===== config.mk =====
export PLATFORM = sky130hd
export DESIGN_NAME = ysyx_22051086_lsu_stage
export DESIGN_NICKNAME = d
export VERILOG_FILES = /design/src/rtl/ysyx_22051086_lsu_stage.sv
export SDC_FILE = /design/constraint.sdc
export NUM_CORES = 1
export LEC_CHECK = 0
export CORE_AREA = 2 2 241 243
export DETAILED_ROUTE_END_ITERATION = 6
export DIE_AREA = 0 0 243 245
export PLACE_DENSITY_LB_ADDON = 0.25
export SLEW_MARGIN = 20
export SYNTH_ARGS = -nofsm -noshare
export SYNTH_HDL_FRONTEND = slang
export SYNTH_SLANG_ARGS = --single-unit
export TNS_END_PERCENT = 5

===== constraint.sdc =====
create_clock -name clk -period 2.5 [get_ports clk]
set_input_delay 0.25 -clock clk [delete_from_list [all_inputs] [get_ports clk]]
set_output_delay 0.25 -clock clk [all_outputs]
set_load 0.05 [all_outputs]

===== src/rtl/ysyx_22051086_lsu_stage.sv =====
// Memory-access stage between EX and WB: one instruction in flight, single-outstanding data-memory transaction.
// Latency: non-memory op 1 cycle; memory op 3 cycles minimum (REQ, WAIT, DONE), longer with gnt/rvalid delay.
// Backpressure: ls_allowin drops while a memory op is unresolved or WB stalls; result and data_* outputs held.
module ysyx_22051086_lsu_stage (
    input  logic         clk,
    input  logic         rst,
    input  logic         es_to_ls_valid,
    input  logic [202:0] es_to_ls_bus,
    output logic         ls_allowin,
    output logic         ls_to_wb_valid,
    input  logic         wb_allowin,
    output logic [133:0] ls_to_wb_bus,
    output logic [69:0]  ls_fwd_bus,
    output logic         ls_load_pending,
    output logic         data_req,
    output logic         data_we,
    output logic [63:0]  data_addr,
    output logic [63:0]  data_wdata,
    output logic [7:0]   data_wstrb,
    input  logic         data_gnt,
    input  logic         data_rvalid,
    input  logic [63:0]  data_rdata
);

    typedef struct packed {
        logic [63:0] pc;
        logic        reg_wen;
        logic [4:0]  reg_waddr;
        logic [63:0] alu_result;
        logic [63:0] st_data;
        logic        mem_rd;
        logic        mem_wr;
        logic [1:0]  mem_size;
        logic        ld_unsigned;
    } es_bus_t;

    typedef struct packed {
        logic [63:0] pc;
        logic        reg_wen;
        logic [4:0]  reg_waddr;
        logic [63:0] reg_wdata;
    } wb_bus_t;

    typedef enum logic [1:0] {
        S_IDLE = 2'd0,
        S_REQ  = 2'd1,
        S_WAIT = 2'd2,
        S_DONE = 2'd3
    } state_e;

    es_bus_t     es_in;
    es_bus_t     bus_q, bus_d;
    state_e      state_q, state_d;
    logic        ls_valid_q, ls_valid_d;
    logic [63:0] ld_result_q, ld_result_d;

    logic        mem_op;
    logic        ls_ready_go;
    logic        accept;
    logic        leave;
    logic [5:0]  byte_shamt;
    logic [63:0] ld_shifted;
    logic [63:0] ld_ext;
    logic [7:0]  strb_base;
    wb_bus_t     wb_bus;

    assign es_in       = es_to_ls_bus;
    assign mem_op      = bus_q.mem_rd | bus_q.mem_wr;
    assign ls_ready_go = !mem_op || (state_q == S_DONE);
    assign ls_allowin  = !ls_valid_q || (ls_ready_go && wb_allowin);
    assign ls_to_wb_valid = ls_valid_q && ls_ready_go;
    assign accept      = es_to_ls_valid && ls_allowin;
    assign leave       = ls_to_wb_valid && wb_allowin;
    assign byte_shamt  = {bus_q.alu_result[2:0], 3'b000};

    // Byte lane of the access inside the aligned doubleword selects both the
    // load slice and the store lane placement.
    always_comb begin
        ld_shifted = data_rdata >> byte_shamt;
        ld_ext     = ld_shifted;
        case (bus_q.mem_size)
            2'd0: ld_ext = {{56{!bus_q.ld_unsigned && ld_shifted[7]}},  ld_shifted[7:0]};
            2'd1: ld_ext = {{48{!bus_q.ld_unsigned && ld_shifted[15]}}, ld_shifted[15:0]};
            2'd2: ld_ext = {{32{!bus_q.ld_unsigned && ld_shifted[31]}}, ld_shifted[31:0]};
            default: ld_ext = ld_shifted;
        endcase
    end

    always_comb begin
        strb_base = 8'hFF;
        case (bus_q.mem_size)
            2'd0: strb_base = 8'h01;
            2'd1: strb_base = 8'h03;
            2'd2: strb_base = 8'h0F;
            default: strb_base = 8'hFF;
        endcase
    end

    assign data_req   = (state_q == S_REQ);
    assign data_we    = bus_q.mem_wr;
    assign data_addr  = {bus_q.alu_result[63:3], 3'b000};
    assign data_wdata = bus_q.st_data << byte_shamt;
    assign data_wstrb = strb_base << bus_q.alu_result[2:0];

    always_comb begin
        state_d     = state_q;
        bus_d       = bus_q;
        ls_valid_d  = ls_valid_q;
        ld_result_d = ld_result_q;

        // gnt/rvalid only matter in the state that is waiting for them.
        case (state_q)
            S_REQ: begin
                if (data_gnt) begin
                    state_d = S_WAIT;
                end
            end
            S_WAIT: begin
                if (data_rvalid) begin
                    state_d     = S_DONE;
                    ld_result_d = ld_ext;
                end
            end
            default: begin
                state_d = state_q;
            end
        endcase

        if (accept) begin
            bus_d      = es_in;
            ls_valid_d = 1'b1;
            state_d    = (es_in.mem_rd || es_in.mem_wr) ? S_REQ : S_IDLE;
        end else if (leave) begin
            ls_valid_d = 1'b0;
            state_d    = S_IDLE;
        end
    end

    always_ff @(posedge clk or negedge rst) begin
        if (!rst) begin
            state_q     <= S_IDLE;
            bus_q       <= '0;
            ls_valid_q  <= 1'b0;
            ld_result_q <= '0;
        end else begin
            state_q     <= state_d;
            bus_q       <= bus_d;
            ls_valid_q  <= ls_valid_d;
            ld_result_q <= ld_result_d;
        end
    end

    always_comb begin
        wb_bus.pc        = bus_q.pc;
        wb_bus.reg_wen   = bus_q.reg_wen;
        wb_bus.reg_waddr = bus_q.reg_waddr;
        wb_bus.reg_wdata = bus_q.mem_rd ? ld_result_q : bus_q.alu_result;
    end

    assign ls_to_wb_bus    = wb_bus;
    assign ls_fwd_bus      = {ls_valid_q && bus_q.reg_wen, bus_q.reg_waddr, wb_bus.reg_wdata};
    assign ls_load_pending = ls_valid_q && bus_q.mem_rd && (state_q != S_DONE);

endmodule


# [After elaboration in Yosys (flattened, before gate mapping)]
# Cells that the tools add are included.
[classes] n_shift=3 reduce_logical=21 bitwise=1 eq_ne=8 mux=11
[ops] cell="$pmux W64 S3" n=1
[ops] cell="$mux W64" n=1
[ops] cell="$shl A64 B6 Y64" n=1
[ops] cell="$shr A64 B6 Y64" n=1
[ops] cell="$pmux W8 S3" n=1
[ops] cell="$logic_and A1 B1 Y1" n=10
[ops] cell="$mux W2" n=4
[ops] cell="$shl A8 B3 Y8" n=1
[ops] cell="$eq A2 B2 Y1 const B" n=3
[ops] cell="$eq A2 B1 Y1 const B" n=2
[ops] cell="$ne A4 B1 Y1 const B" n=1
[ops] cell="$ne A4 B4 Y1 const B" n=1
[ops] cell="$pmux W2 S2" n=1
[ops] cell="$reduce_bool A4 Y1" n=1
[ops] cell="$logic_not A1 Y1" n=3
[ops] cell="$logic_or A1 B1 Y1" n=3
[ops] cell="$mux W1" n=3
[ops] cell="$reduce_and A3 Y1" n=1
[ops] cell="$logic_not A2 Y1" n=1
[ops] cell="$ne A2 B2 Y1 const B" n=1
[ops] cell="$reduce_and A2 Y1" n=1
[ops] cell="$reduce_bool A2 Y1" n=1
[ops] cell="$or A1 B1 Y1" n=1
[word_totals] input_bits=273 word_cells=56 reg_bits=270

# [Longest topological paths before layout]
[logic_depth] depth_word=8 mapped_depth=9 ltp_nobuf=4

# [Least setup slack after synthesis]
# OpenSTA, ideal clock, no wires.
[synth_timing] path_kind="register to output" from="register bus_q[69] in the netlist's numbering" to="output port ls_to_wb_bus[0]" path_buffers=6 slack_ns=-0.619 required_time_ns=2.250 path_stages_with_launch=9 arrival_time_ns=2.869 path_cell_list="dfrtp_1 -> buf_6 -> buf_2 -> buf_2 -> buf_2 -> inv_1 -> clkbuf_1 -> o21ai_0 -> buf_4"
[synth_between] elab_chain_cells=1
[synth_lines] element="start: declaration" line="52" rtl="es_bus_t bus_q, bus_d;"
[synth_lines] element="start signal: assignment" line="147" rtl="bus_q <= bus_d;"
[synth_lines] element="$mux W64" line="157" rtl="wb_bus.reg_wdata = bus_q.mem_rd ? ld_result_q : bus_q.alu_result;"
[synth_lines] element="end: declaration" line="12" rtl="output logic [133:0] ls_to_wb_bus,"
# No other way between the ends.

# [Final worst setup path]
[layout_timing] from="register bus_q[69] in the netlist's numbering" to="output port data_wdata[47]"
[layout_between] elab_chain_cells=1
[layout_lines] element="$shl A64 B6 Y64" line="102" rtl="assign data_wdata = bus_q.st_data << byte_shamt;"
[layout_lines] element="end: declaration" line="18" rtl="output logic [63:0] data_wdata,"
# No other way between the ends.

==> metrics.txt <==
CTS H-tree lvls 2; Clock Skew 19.5 ps; num ports 618; vias post-DR 12,824; critical path required time 2250 ps; Worst Path Max Fanout 19; first-pass GRT wire length 90,700 um; crit share post-route 102%; row count 88; clk sinks 270; Worst R2R End ld_result_q[51]$_DFFE_PN0P_; sequential area share after synthesis 42.6%; Via density 4.79; flop2flop setup slack -10 ps; f_max 0.393 GHz; Fin Hold WS 202 ps; total negative slack -308 ps; Slew headroom 34.8%; Final Setup Violations 15; nets 2,157; Die W 243 um; # Max-Cap Violations 0; initial antenna violation count 15; routability cong. 0.871; PnR worst setup slack -47.4 ps; Initial Utilization 27.8%; total gr overflow 0; critical path class flip-flop to output port; height of the die 245 um; clk buf depth 3; Core Util, Final 41.7%; CTS tree done; Die ar. 59,500 um2; Worst path slowest cell dfrtp_4; Post-DP Area 22,300 um2; CP Launch Type flip-flop; final hold violations 0; r2r worst-path depth 8; Clk Latency, worst-skew pair 550 ps; Largest stage delay, worst path 500 ps; Yosys reg bits 270; fill cell count 5,535; first-pass iteration count of the detailed router 7; failing checks DRC, setup timing; max-slew violations 0; Worst setup EP type output port; fin area 23,800 um2; Syn Inst Count 1,472; share of layout cells above drive strength 1 30.5%; hpwl dp 48,500 um; outcome complete, but fails checks; Synth Warn # 0; initial DRC count 685; DR WL/cell 23.6 um; CTS Buf Count 36; Worst Max-Slew Pin Slew 978 ps; Avg Inst Size Synth 10.8 um2; WP data arrival 2300 ps; largest net degree at the start of global routing 77; crit-path cells buf_16 > buf_4 > mux2_2 > o21ai_0 > o22ai_1 > buf_12; final worst path period need 2550 ps; vias in the first global route 13,480; CTS clock-pin slew for the worst setup and hold paths 60 ps; top cells by area, synth dfrtp_1 43%, mux2_2 20%, buf_4 9.9%; EDFF count, synth 0; Synth area leader dfrtp_1; HP Class input port to asynchronous set/reset pin; ys async rst share 100%; final WL 63,300 um; gr usage total 20.4%; Routed Antenna Nets 0; worst flop-to-flop path startpoint bus_q[69]$_DFFE_PN0N_; RSZ-0062 raised after global routing true; # port buffers 614; Core ar. 57,000 um2; cell area after synthesis 15,900 um2; DRC violations left 1; Unique masters post-synth 40; ys flop type dfrtp_1; top cell type's share of synthesized area 42.6%; Root Driver clkbuf_16; Area Growth Syn to Fin 49.8%
[placed cells by master, fill, tap and decap left out, types with 13 or more instances in the layout]
cell / instances
dlygate4sd2_1: 92
a31oi_1: 56
nor2_1: 142
a21oi_1: 55
nand2_1: 29
dfrtp_1: 266
nor2b_1: 16
clkdlybuf4s50_1: 412
clkbuf_16: 38
buf_4: 81
mux2_2: 285
o22ai_1: 18
o21ai_0: 32
buf_12: 87
mux2i_1: 106
mux2i_2: 13
[critical path: cells and delay by family, from the launching register on]
kind	cells	cell delay, ps
AOI/OAI and AO/OA	2	330
buffers and inverters	3	550
DFF	1	500
muxes	1	370
[cell usage after synthesis (15+ instances only)]
master    instances
mux2_2          285
dfrtp_1         270
buf_4           209
nor2_1          145
mux2i_1         120
a31oi_1          66
a21oi_1          56
clkbuf_1         48
buf_2            43
o21ai_0          42
nand2_1          30
o22ai_1          23
nor2b_1          20
a211oi_1         15
[per-stage QoR]
stage	instances	setup WS, ps
6_report	2676	-47.4
3_5_place_dp	2601	85.7
5_1_grt	2673	-146
4_1_cts	2663	-259
3_3_place_gp	2601	92.9
2_1_floorplan	1474	-266
[repair_timing]
| item | CTS | global route |
|---|---|---|
| setup buffers | 0 | 7 |
| gates cloned | 0 | 2 |
| pin swaps | 1 | 3 |
| setup endpoints to repair | 151 | 66 |
| hold buffers | 1 | 0 |
| hold endpoints to repair | 47 | 0 |
| resized for setup | 104 | 48 |
[worst max-delay path by stage]
stage,depth (start not counted),end,slack (ps),from
final,6,data_wdata[47],-50,bus_q[69]$_DFFE_PN0N_
after global routing,6,data_wdata[60],-150,bus_q[69]$_DFFE_PN0N_
after CTS,6,data_wdata[52],-260,bus_q[69]$_DFFE_PN0N_
after detailed placement,6,ld_result_q[44]$_DFFE_PN0P_,90,data_rdata[31]
after global placement,5,ld_result_q[37]$_DFFE_PN0P_,90,data_rdata[47]
after floorplan,6,data_wdata[62],-270,bus_q[70]$_DFFE_PN0N_
[state kept, by name, indices dropped and copies added (netlist names)]
register      flops
bus_q            71
ls_to_wb_bus     65
ld_result_q      64
data_addr        61
ls_fwd_bus        5
state_q           2
data_we           1
ls_valid_q        1
[layer usage]
layer	GRT usage (%)	wire length (um)	up-vias
li1	-	-	5815
met1	23.5	24600	6413
met2	36.5	32200	470
met3	6.46	4830	104
met4	4.78	1440	22
met5	0	137	-
[area by class of cell]
type | instances | area, um2 | area share, %
Clock buffer | 53 | 1050 | 4.44
Clock inverter | 8 | 114 | 0.479
Sequential cell | 270 | 6770 | 28.5
Timing Repair Buffer | 685 | 7510 | 31.6
Tap cell | 765 | 957 | 4.03
Inverter | 13 | 52.6 | 0.221
Multi-Input combinational cell | 878 | 7300 | 30.7
Antenna cell | 4 | 10.0 | 0.0421
[kinds of logic (layout without fill, tap and decap cells)]
kind of cell           Yosys count  after routing  synth area share, %
multiplexers                   415            415                 29.1
buffers and inverters          326            759                 13.1
flip-flops                     270            270                 42.6
AND/OR/NAND/NOR                233            233                 6.47
AO/OA/AOI/OAI                  227            227                 8.66
other                            1              7               0.0236
Power is left out: the tool's default activity adds up to more than one toggle a clock period on the data nets, which glitch-free logic cannot reach.
